==> src/rtl/online_otf_converter_if.sv <==
// Handshake bundle between the online divider, the on-the-fly converter
// and the quotient consumer. Signal names follow the divider's port naming.
//   master : environment side (drives digits and downstream ready)
//   slave  : converter side
interface online_otf_converter_if #(
  parameter int NDIG = 8
);
  logic [1:0]    q_value;
  logic          In_vd;
  logic          In_rd;
  logic [NDIG:0] q_word;
  logic          Out_vd;
  logic          Out_rd;
  logic          err;

  modport master (
    output q_value,
    output In_vd,
    input  In_rd,
    input  q_word,
    input  Out_vd,
    output Out_rd,
    input  err
  );

  modport slave (
    input  q_value,
    input  In_vd,
    output In_rd,
    output q_word,
    output Out_vd,
    input  Out_rd,
    output err
  );
endinterface

==> src/rtl/online_otf_converter.sv <==
// On-the-fly converter: turns an MSB-first radix-2 signed-digit quotient
// stream into a two's-complement word using the Q / QM register pair
// (QM always equals Q - 1), so no carry-propagate adder is needed.
// Optional feature macro: OTF_ERR_EN (sticky illegal-digit flag on err).
module online_otf_converter #(
  parameter int NDIG = 8,
  parameter int CW   = $clog2(NDIG)
) (
  input  logic                   clk,
  input  logic                   rst_n,
  online_otf_converter_if.slave  bus
);

  typedef enum logic [1:0] {
    ST_IDLE  = 2'b00,
    ST_ACCUM = 2'b01,
    ST_DONE  = 2'b10
  } state_t;

  localparam logic [CW-1:0] CNT_LAST = CW'(NDIG - 1);
  localparam logic [NDIG:0] Q_INIT   = {(NDIG + 1){1'b0}};
  localparam logic [NDIG:0] QM_INIT  = {(NDIG + 1){1'b1}};

  state_t          state_q, state_d;
  logic [NDIG:0]   q_q, q_d;
  logic [NDIG:0]   qm_q, qm_d;
  logic [CW-1:0]   cnt_q, cnt_d;
  logic            in_rd_q, out_vd_q;
  logic            accept_s;

  // Next-state, digit conversion and counter update
  always_comb begin
    state_d  = state_q;
    q_d      = q_q;
    qm_d     = qm_q;
    cnt_d    = cnt_q;
    accept_s = 1'b0;
    case (state_q)
      ST_IDLE: begin
        state_d = ST_ACCUM;
        q_d     = Q_INIT;
        qm_d    = QM_INIT;
        cnt_d   = {CW{1'b0}};
      end
      ST_ACCUM: begin
        if (bus.In_vd && in_rd_q) begin
          accept_s = 1'b1;
          // Digit 11 is illegal and converts exactly like 0
          case (bus.q_value)
            2'b01: begin
              q_d  = {q_q[NDIG-1:0], 1'b1};
              qm_d = {q_q[NDIG-1:0], 1'b0};
            end
            2'b10: begin
              q_d  = {qm_q[NDIG-1:0], 1'b1};
              qm_d = {qm_q[NDIG-1:0], 1'b0};
            end
            default: begin
              q_d  = {q_q[NDIG-1:0], 1'b0};
              qm_d = {qm_q[NDIG-1:0], 1'b1};
            end
          endcase
          if (cnt_q == CNT_LAST) begin
            state_d = ST_DONE;
            cnt_d   = {CW{1'b0}};
          end else begin
            cnt_d = cnt_q + CW'(1);
          end
        end else begin
          state_d = ST_ACCUM;
        end
      end
      ST_DONE: begin
        if (bus.Out_rd) begin
          state_d = ST_IDLE;
          q_d     = Q_INIT;
          qm_d    = QM_INIT;
          cnt_d   = {CW{1'b0}};
        end else begin
          state_d = ST_DONE;
        end
      end
      default: begin
        state_d = ST_IDLE;
        q_d     = Q_INIT;
        qm_d    = QM_INIT;
        cnt_d   = {CW{1'b0}};
      end
    endcase
  end

  // State, conversion registers and registered handshake outputs
  always_ff @(posedge clk or negedge rst_n) begin
    if (!rst_n) begin
      state_q  <= ST_IDLE;
      q_q      <= Q_INIT;
      qm_q     <= QM_INIT;
      cnt_q    <= {CW{1'b0}};
      in_rd_q  <= 1'b0;
      out_vd_q <= 1'b0;
    end else begin
      state_q  <= state_d;
      q_q      <= q_d;
      qm_q     <= qm_d;
      cnt_q    <= cnt_d;
      in_rd_q  <= (state_d == ST_ACCUM);
      out_vd_q <= (state_d == ST_DONE);
    end
  end

  assign bus.In_rd  = in_rd_q;
  assign bus.Out_vd = out_vd_q;
  assign bus.q_word = q_q;

`ifdef OTF_ERR_EN
  logic err_q;

  // Sticky illegal-digit flag, cleared only by reset
  always_ff @(posedge clk or negedge rst_n) begin
    if (!rst_n) begin
      err_q <= 1'b0;
    end else if (accept_s && (bus.q_value == 2'b11)) begin
      err_q <= 1'b1;
    end else begin
      err_q <= err_q;
    end
  end

  assign bus.err = err_q;
`else
  assign bus.err = 1'b0;
`endif

endmodule
==> src/flat_wrapper.sv <==
// flat-port wrapper written by rule: the top's interface ports become plain ports
module online_otf_converter_flat 
#(
  parameter int NDIG = 8,
  parameter int CW   = $clog2(NDIG)
)
  (clk, rst_n, bus_q_value, bus_In_vd, bus_In_rd, bus_q_word, bus_Out_vd, bus_Out_rd, bus_err);
  online_otf_converter_if #(.NDIG(NDIG)) bus_i ();
  input  logic clk;
  input  logic rst_n;
  input wire logic [$bits(bus_i.q_value)-1:0] bus_q_value;
  input wire logic [$bits(bus_i.In_vd)-1:0] bus_In_vd;
  output wire logic [$bits(bus_i.In_rd)-1:0] bus_In_rd;
  output wire logic [$bits(bus_i.q_word)-1:0] bus_q_word;
  output wire logic [$bits(bus_i.Out_vd)-1:0] bus_Out_vd;
  input wire logic [$bits(bus_i.Out_rd)-1:0] bus_Out_rd;
  output wire logic [$bits(bus_i.err)-1:0] bus_err;
  assign bus_i.q_value = bus_q_value;
  assign bus_i.In_vd = bus_In_vd;
  assign bus_In_rd = bus_i.In_rd;
  assign bus_q_word = bus_i.q_word;
  assign bus_Out_vd = bus_i.Out_vd;
  assign bus_i.Out_rd = bus_Out_rd;
  assign bus_err = bus_i.err;
  online_otf_converter #(.NDIG(NDIG), .CW(CW)) u_core (.clk(clk), .rst_n(rst_n), .bus(bus_i));
endmodule
==> config.mk <==
export PLATFORM = sky130hd
export DESIGN_NAME = online_otf_converter_flat
export DESIGN_NICKNAME = d
export VERILOG_FILES = /design/src/rtl/online_otf_converter_if.sv /design/src/rtl/online_otf_converter.sv /design/src/flat_wrapper.sv
export SDC_FILE = /design/constraint.sdc
export NUM_CORES = 1
export LEC_CHECK = 0
export BUFFER_PORTS_ARGS = -buffer_cell sky130_fd_sc_hd__buf_2
export CAP_MARGIN = 20
export CORE_AREA = 2 2 51 53
export DETAILED_ROUTE_END_ITERATION = 6
export DIE_AREA = 0 0 53 55
export PLACE_DENSITY_LB_ADDON = 0.1
export SLEW_MARGIN = 10
export SYNTH_ARGS = -nofsm -noshare
export SYNTH_HDL_FRONTEND = slang
export SYNTH_SLANG_ARGS = --single-unit
==> constraint.sdc <==
create_clock -name clk -period 1.43 [get_ports clk]
set_input_delay 0.143 -clock clk [delete_from_list [all_inputs] [get_ports clk]]
set_output_delay 0.143 -clock clk [all_outputs]
set_load 0.01 [all_outputs]
==> impl_metrics.json, run 1 <==
{
  "cellPowerDensity_nw_per_um2": 1870,
  "dieArea_um2": 2920,
  "cp_max_fo": 17,
  "tightest_slew_ns": 0.525,
  "cts_tree": "done",
  "diodes": 0,
  "cts_sinks": 24,
  "wire_per_inst_um": 15.6,
  "pre_cts_slack_ns": -0.0256,
  "final_cells": 147,
  "reg2reg_from": "u_core.bus.In_rd$_DFF_PN0_",
  "crit_chain": "nand2_1, a31o_2, buf_12, a21o_1",
  "grt_pass1_vias": 838,
  "clk_pin_slew_worst_paths_ns": 0.13,
  "netlist_area_um2": 1140,
  "path_buf_inv": 1,
  "ys_types": 27,
  "rsz0062_at_grt": "no",
  "core_region_area_um2": 2360,
  "wl_mm": 2.29,
  "ys_warn_count": 0,
  "regToRegEndpoint": "u_core.bus.q_word[0]$_DFFE_PN0P_",
  "final_cell_mix": "buf_2 (16), dfrtp_1 (16), inv_1 (11)",
  "timing.final.crit_share_pct": 90.9,
  "avgSynthCellArea_um2": 11.6,
  "gr-total-overflow": 0,
  "numCtsBuffers": 3,
  "cellLeakagePower_nw": 0.653,
  "post-cts-setup-buffers": 0,
  "synthCells": 98,
  "drt-vias-per-instance": 5.81,
  "slowest_stage": "dfrtp_1",
  "gp_congestion": 0.724,
  "antenna_found_initial": 0,
  "whs_path_depth": 2,
  "worstSetupEndpointType": "register",
  "die_w_um": 53,
  "worst_ep_required_time_ns": 1.65,
  "htreeDepth": 1,
  "min-delay-start": "bus_In_vd",
  "drc": 0,
  "slew_headroom_pct": 65.0,
  "vias": 854,
  "synth_fp_nets": 108,
  "die_h_um": 55,
  "clock.fmax_mhz": 769,
  "r2r_cells": 4,
  "whs_endpoint": "u_core.state_q[0]$_DFF_PN0_",
  "insertion_delay_ns": 0.32,
  "fin_util_pct": 56.6,
  "fin_worst_skew_ns": 0.00789,
  "status": "complete, no violations",
  "clockBufferDepth": 2,
  "fin_nets": 128,
  "hold_path_class": "in2reg",
  "r2r_setup_slack_ns": 0.13,
  "grt_pass1_wl_mm": 3.74,
  "power_mw": 2.51,
  "hold_slack_ns": 0.0900,
  "crit_arrival_ns": 1.52,
  "crit_path_start_kind": "register",
  "grt_use_total_pct": 18.0,
  "peakVddDrop_uv": 1050,
  "drtAntennaViolNets": 0,
  "ys_ff_latch": 24,
  "worstSetupPathType": "reg2reg",
  "dp_hpwl_mm": 1.57,
  "drt_iter0_markers": 24,
  "area_growth_pct": 17.6,
  "io_pins": 18,
  "hold_viol_final": 0,
  "setup_viol": 0,
  "drive_gt1_share_pct": 33.3,
  "first_pass_iters": 4,
  "rows": 18,
  "cap_violations": 0,
  "initial_core_util_pct": 48.1,
  "worst_slack_ns": 0.130,
  "cts_root_buf": "clkbuf_4",
  "ctsResizeCount": 0,
  "grt_max_degree": 25,
  "port_buffers": 16,
  "finalMaxSlewViolations": 0,
  "placedCellCount": 142,
  "cpLargestDelayFamily": "compound AO/OA/AOI/OAI gates",
  "slowest_delay_ns": 0.44,
  "fin_crit_ns": 1.30,
  "worstSetupStartpoint": "u_core.bus.In_rd$_DFF_PN0_",
  "ys_seq_area_share_pct": 53.6
}
## worst register-to-register path: stages (launching register included)
cell     delay (ns)
dfrtp_1        0.44
nand2_1        0.12
a31o_2         0.31
buf_12         0.16
a21o_1         0.17
## sequential cells by signal, summed over array words and instances (netlist names)
signal,flops
u_core.bus.q_word,9
u_core.qm_q,8
u_core.bus.Out_vd,1
u_core.state_q,2
u_core.cnt_q,3
u_core.bus.In_rd,1
## repair_timing
item	in CTS	in global routing
hold buffers	1	0
endpoints found under the setup margin	0	0
endpoints found under the hold margin	16	0
## area by class of cell
type / count / area [um2]
clock inverter: 1 / 30.0
timing repair buffer: 22 / 153
inverter: 11 / 41.3
fill: 227 / 1030
clock buffer: 3 / 22.5
sequential: 24 / 611
tap: 30 / 37.5
multi-input combinational: 56 / 444
## through the flow
| stage | instance area [um2] | TNS [ns] |
|---|---|---|
| after floorplan | 1140 | 0 |
| final | 1340 | 0 |
| after CTS | 1340 | 0 |
| after detailed placement | 1280 | -0.0444 |
| after global routing | 1340 | 0 |
| after global placement | 1280 | 0 |
## kinds of logic (layout without fill, tap and decap cells)
| logic type | Yosys count | after routing | synth area share (%) |
|---|---|---|---|
| adder cells (fa/ha/maj) | 4 | 4 | 4.40 |
| buffers and inverters | 18 | 37 | 7.36 |
| AO/OA/AOI/OAI | 39 | 39 | 26.2 |
| AND/OR/NAND/NOR | 11 | 11 | 6.81 |
| flip-flops | 24 | 24 | 53.6 |
| multiplexers | 1 | 1 | 1.32 |
| other | 1 | 1 | 0.329 |
## per-layer routing
| layer | wire length, um | global-route usage (%) |
|---|---|---|
| met5 | 0 | 0 |
| met2 | 1120 | 30.4 |
| met1 | 1030 | 23.0 |
| met3 | 100 | 2.42 |
| met4 | 44 | 8.97 |
## worst max path at each step
stage	end	cells after the start
floorplan	u_core.bus.q_word[8]$_DFFE_PN0P_	6
global placement	u_core.bus.q_word[1]$_DFFE_PN0P_	6
detailed placement	u_core.bus.q_word[8]$_DFFE_PN0P_	6
CTS	u_core.bus.q_word[0]$_DFFE_PN0P_	4
global route	u_core.bus.q_word[0]$_DFFE_PN0P_	4
finish	u_core.bus.q_word[0]$_DFFE_PN0P_	4
## synthesized netlist by cell type (all sizes together)
master / number / area (um2)
a21o: 3 / 22.5
a21oi: 8 / 40.0
a221oi: 7 / 61.3
a22o: 2 / 17.5
a22oi: 8 / 60.1
a31o: 1 / 8.76
a41oi: 2 / 17.5
buf: 5 / 35.0
clkbuf: 2 / 7.51
conb: 1 / 3.75
dfrtp: 16 / 400
dfstp: 8 / 210
ha: 4 / 50.1
inv: 11 / 41.3
mux2: 1 / 15.0
nand2: 1 / 3.75
nand4b: 1 / 15.0
nor2: 2 / 7.51
nor2b: 2 / 12.5
nor3b: 1 / 12.5
nor4: 1 / 6.26
o2bb2ai: 8 / 70.1
or2: 2 / 12.5
or2b: 1 / 7.51
## power breakdown
| part | internal, mW | leakage (nW) | switching [mW] |
|---|---|---|---|
| registers | 1.01 | 0.287 | 0.219 |
| logic | 0.398 | 0.338 | 0.390 |
| clock network | 0.284 | 0.0279 | 0.210 |
No activity file was read; power rests on OpenSTA's default activity.
==> inputs of run 2 (changes only) <==
--- a/config.mk
+++ b/config.mk
@@ -7,9 +7,11 @@
 export LEC_CHECK = 0
 export BUFFER_PORTS_ARGS = -buffer_cell sky130_fd_sc_hd__buf_2
 export CAP_MARGIN = 20
-export CORE_AREA = 2 2 51 53
+export CELL_PAD_IN_SITES_DETAIL_PLACEMENT = 0
+export CELL_PAD_IN_SITES_GLOBAL_PLACEMENT = 1
+export CORE_AREA = 2 2 40 78
 export DETAILED_ROUTE_END_ITERATION = 6
-export DIE_AREA = 0 0 53 55
+export DIE_AREA = 0 0 42 80
 export PLACE_DENSITY_LB_ADDON = 0.1
 export SLEW_MARGIN = 10
 export SYNTH_ARGS = -nofsm -noshare
==> run 2 against run 1 <==
Worst setup slack lost 0.069 ns. Cell count is the same. Highest routed layer unchanged. Via count shrank 1.6%. Clock power shrank 7.1%. Utilization shrank 7.4 points.
==> impl_metrics.json, run 2 (synthesis results as in run 1) <==
{
  "status": "complete, no violations",
  "register_area_um2": 611,
  "r2r_setup_slack_ns": 0.06,
  "grt_use_total_pct": 15.8,
  "dp_hpwl_mm": 1.71,
  "drc": 0,
  "cellLeakagePower_nw": 0.657,
  "drt-vias-per-instance": 5.71,
  "wl_mm": 2.35,
  "crit_path_start_kind": "register",
  "rows": 27,
  "die_h_um": 80,
  "core_region_area_um2": 2740,
  "wire_per_inst_um": 16.0,
  "hold_path_class": "in2reg",
  "clock.fmax_mhz": 731,
  "drt_iter0_markers": 26,
  "antenna_found_initial": 0,
  "slowest_delay_ns": 0.43,
  "post-cts-setup-buffers": 0,
  "diodes": 0,
  "crit_arrival_ns": 1.52,
  "grt_pass1_vias": 900,
  "place_area_um2": 1280,
  "clk_pin_slew_worst_paths_ns": 0.08,
  "gp_congestion": 0.670,
  "worst_ep_required_time_ns": 1.59,
  "fin_crit_ns": 1.37,
  "finalMaxSlewViolations": 0,
  "hold_viol_final": 0,
  "tightest_slew_ns": 0.535,
  "clockBufferDepth": 2,
  "dieArea_um2": 3360,
  "multi_input_area_um2": 444,
  "cap_violations": 0,
  "peakVddDrop_uv": 907,
  "insertion_delay_ns": 0.26,
  "initial_core_util_pct": 41.6,
  "io_pins": 18,
  "crit_chain": "nor3b_2, a31o_2, buf_12, mux2_4",
  "slew_headroom_pct": 64.3,
  "worstSetupEndpointType": "register",
  "area_growth_pct": 18.4,
  "worstSetupPathType": "reg2reg",
  "fin_worst_skew_ns": 0.00144,
  "die_w_um": 42,
  "gr-total-overflow": 0,
  "cts_sinks": 24,
  "hold_slack_ns": 0.149,
  "cp_max_fo": 12,
  "final_cell_mix": "buf_2 (16), dfrtp_1 (16), inv_1 (11)",
  "setup_viol": 0,
  "port_buffers": 16,
  "htreeDepth": 1,
  "first_pass_iters": 6,
  "cts_tree": "done",
  "largest_register_ffs": 9,
  "cellPowerDensity_nw_per_um2": 1840,
  "grt_max_degree": 25,
  "numCtsBuffers": 3,
  "vias": 840,
  "drtAntennaViolNets": 0,
  "grt_pass1_wl_mm": 4.07,
  "drive_gt1_share_pct": 33.9,
  "slowest_stage": "dfrtp_1",
  "final_area_um2": 1350,
  "fin_nets": 129,
  "timing.final.crit_share_pct": 95.7,
  "fillers": 259,
  "rsz0062_at_grt": "no",
  "cts_root_buf": "clkbuf_8"
}
## run 2: changes by cell type in the layout (fill, tap and decap cells not counted), sizes merged
cell,previous run,this run
bufinv,1,0
clkbuf,3,4
buf,21,22
## run 2: where the power goes
group | switching, mW | leakage [nW] | internal (mW)
Clock | 0.213 | 0.0288 | 0.246
Sequential | 0.212 | 0.287 | 1.01
Combinational | 0.386 | 0.342 | 0.408
## run 2: metrics by stage
step                util, %  TNS [ns]  power [mW]  std cells  setup WS, ns
global placement       46.9  -0.00264        2.03        142      -0.00264
CTS                    49.2         0        2.51        147        0.0564
finish                 49.2         0        2.48        147        0.0615
floorplan                 -         0        1.73         98         0.121
detailed placement     46.9    -0.157        2.05        142       -0.0424
global route           49.2         0        2.66        147        0.0165
## run 2: layer usage
metal	routed length (um)	track usage [%]
met1	972	18.5
met5	0	0
met3	40	1.36
met4	31	5.81
met2	1300	29.1
## run 2: worst max-delay path, delay by kind of cell (launching register included)
family | cells | cell delay [ns]
muxes | 1 | 0.25
DFF | 1 | 0.43
and+or+nand+nor | 1 | 0.18
buffers and inverters | 1 | 0.14
AOI/OAI and AO/OA | 1 | 0.25
## run 2: what timing repair did
action	4_1_cts	5_1_grt
hold buffers	1	0
gates resized for setup	0	0
hold endpoints to repair	16	0
## run 2: worst paths after layout
kind	startpoint	to	cells after the start
max	u_core.state_q[1]$_DFF_PN0_	u_core.cnt_q[0]$_DFFE_PN0P_	4
min	bus_In_vd	u_core.bus.In_rd$_DFF_PN0_	2
max reg2reg	u_core.state_q[1]$_DFF_PN0_	u_core.cnt_q[0]$_DFFE_PN0P_	4
min reg2reg	u_core.qm_q[7]$_DFFE_PN1P_	u_core.qm_q[7]$_DFFE_PN1P_	2
max in group asynchronous	rst_n	u_core.qm_q[1]$_DFFE_PN1P_	2
min in group asynchronous	rst_n	u_core.bus.q_word[7]$_DFFE_PN0P_	2
## run 2: layout make-up
| cell class | instances | area share (%) |
|---|---|---|
| Clock buffer | 4 | 4.09 |
| Inverter | 11 | 3.06 |
| Multi-Input combinational cell | 56 | 33.0 |
| Sequential cell | 24 | 45.3 |
| Tap cell | 29 | 2.69 |
| Timing Repair Buffer | 23 | 11.9 |
==> inputs of run 3 (changes only) <==
--- a/config.mk
+++ b/config.mk
@@ -12,7 +12,7 @@
 export CORE_AREA = 2 2 40 78
 export DETAILED_ROUTE_END_ITERATION = 6
 export DIE_AREA = 0 0 42 80
-export PLACE_DENSITY_LB_ADDON = 0.1
+export PLACE_DENSITY = 0.84
 export SLEW_MARGIN = 10
 export SYNTH_ARGS = -nofsm -noshare
 export SYNTH_HDL_FRONTEND = slang
==> constraint.sdc (replaced) <==
create_clock -name clk -period 1.43 [get_ports clk]
set_input_delay 0.0715 -clock clk [delete_from_list [all_inputs] [get_ports clk]]
set_output_delay 0.0715 -clock clk [all_outputs]
set_load 0.01 [all_outputs]
==> run 3 against run 2 <==
Sequential share of layout area about the same. Clock skew hardly changed. Combinational power decreased by 2%.
==> impl_metrics.json, run 3 (synthesis results as in run 1) <==
{
  "cp_max_fo": 20,
  "status": "complete, no violations",
  "drive_gt1_share_pct": 35.6,
  "rows": 27,
  "antenna_found_initial": 0,
  "worst_slack_ns": 0.0553,
  "drt-vias-per-instance": 5.89,
  "final_cells": 147,
  "diodes": 0,
  "hold_path_class": "in2reg",
  "wl_mm": 2.34,
  "dp_hpwl_mm": 1.70,
  "finalMaxSlewViolations": 0,
  "wire_per_inst_um": 15.9,
  "pre_cts_slack_ns": 0.0519,
  "place_area_um2": 1270,
  "port_buffers": 16,
  "grt_pass1_wl_mm": 4.09,
  "slew_headroom_pct": 64.4,
  "cellPowerDensity_nw_per_um2": 1840,
  "numCtsBuffers": 3,
  "drc": 0,
  "cts_root_buf": "clkbuf_8",
  "area_growth_pct": 18.7,
  "largest_register_ffs": 9,
  "layout_commonest_cell": "buf_2",
  "cts_sinks": 24,
  "worst_ep_required_time_ns": 1.59,
  "fin_worst_skew_ns": 0.00170,
  "final_area_um2": 1350,
  "io_pins": 18,
  "initial_core_util_pct": 41.6,
  "fin_crit_ns": 1.37,
  "timing.final.crit_share_pct": 96.1,
  "gr-total-overflow": 0,
  "drtAntennaViolNets": 0,
  "grt_use_total_pct": 15.8,
  "placedCellCount": 142,
  "worstSetupEndpointType": "register",
  "die_w_um": 42,
  "rsz0062_at_grt": "no",
  "cellLeakagePower_nw": 0.657,
  "hold_viol_final": 0,
  "grt_max_degree": 25,
  "fin_tns_setup_ns": 0,
  "cap_violations": 0,
  "gp_congestion": 0.712,
  "grt_pass1_vias": 877,
  "insertion_delay_ns": 0.26,
  "peakVddDrop_uv": 960,
  "cts_tree": "done",
  "dieArea_um2": 3360,
  "final_cell_mix": "buf_2 (16), dfrtp_1 (15), inv_1 (11)",
  "fin_util_pct": 49.4,
  "drt_iter0_markers": 4,
  "tightest_slew_ns": 0.534,
  "vias": 866,
  "htreeDepth": 1,
  "clockBufferDepth": 2,
  "clock.fmax_mhz": 727,
  "die_h_um": 80,
  "worstSetupPathType": "reg2reg",
  "fin_nets": 129,
  "crit_arrival_ns": 1.53,
  "core_region_area_um2": 2740,
  "crit_path_start_kind": "register",
  "first_pass_iters": 4,
  "clk_pin_slew_worst_paths_ns": 0.09,
  "setup_viol": 0
}
run 3: cell counts in the layout (fill, tap and decap cells not counted):
Identical to the previous run, type by type.
run 3: path summary, 6_finish.rpt:
| path | startpoint | end | slack [ns] | depth (start not counted) |
|---|---|---|---|---|
| setup reg to reg | u_core.state_q[1]$_DFF_PN0_ | u_core.cnt_q[0]$_DFFE_PN0P_ | 0.06 | 4 |
| max in group asynchronous | rst_n | u_core.bus.In_rd$_DFF_PN0_ | 0.73 | 2 |
| hold reg to reg | u_core.qm_q[6]$_DFFE_PN1P_ | u_core.qm_q[6]$_DFFE_PN1P_ | 0.48 | 2 |
| setup / recovery | u_core.state_q[1]$_DFF_PN0_ | u_core.cnt_q[0]$_DFFE_PN0P_ | 0.06 | 4 |
| min in group asynchronous | rst_n | u_core.cnt_q[0]$_DFFE_PN0P_ | 0.31 | 2 |
| hold / removal | bus_In_vd | u_core.bus.In_rd$_DFF_PN0_ | 0.09 | 2 |
run 3: repair_timing:
action	4_1_cts	5_1_grt
hold buffers	1	0
endpoints found under the hold margin	16	0
buffers inserted	0	0
setup endpoints to repair	0	9
resized for setup	0	3
run 3: power breakdown:
| group | total [mW] | switching [mW] | internal (mW) | leakage (nW) |
|---|---|---|---|---|
| logic | 0.776 | 0.387 | 0.389 | 0.342 |
| clock network | 0.462 | 0.217 | 0.246 | 0.0288 |
| registers | 1.25 | 0.237 | 1.01 | 0.286 |
| total | 2.49 | 0.841 | 1.65 | 0.657 |
run 3: per-layer routing:
metal	track usage [%]	vias up	wire length, um
met2	27.8	14	1280
met3	1.36	2	51
li1	-	401	-
met1	19.5	449	986
met5	0	-	0
met4	6.45	0	24
run 3: cell type report:
type                    count  area, um2
well taps                  29       36.3
clock buffers               4       55.1
flip-flops and latches     24        612
fillers                   251       1390
inverters                  11       41.3
repair buffers             23        148
multi-input cells          56        459
run 3: stage by stage:
step           total power [mW]  hold slack (ns)
2_1_floorplan              1.73           -0.224
3_3_place_gp               2.00           0.0731
3_5_place_dp               2.02           0.0802
4_1_cts                    2.48           0.0757
5_1_grt                    2.66            0.119
6_report                   2.49           0.0916
run 3: critical path, stage by stage (launching register included):
cell and delay [ns]:
dfrtp_1 0.43, nor3b_2 0.18, a31o_2 0.24, buf_12 0.15, mux2_4 0.25
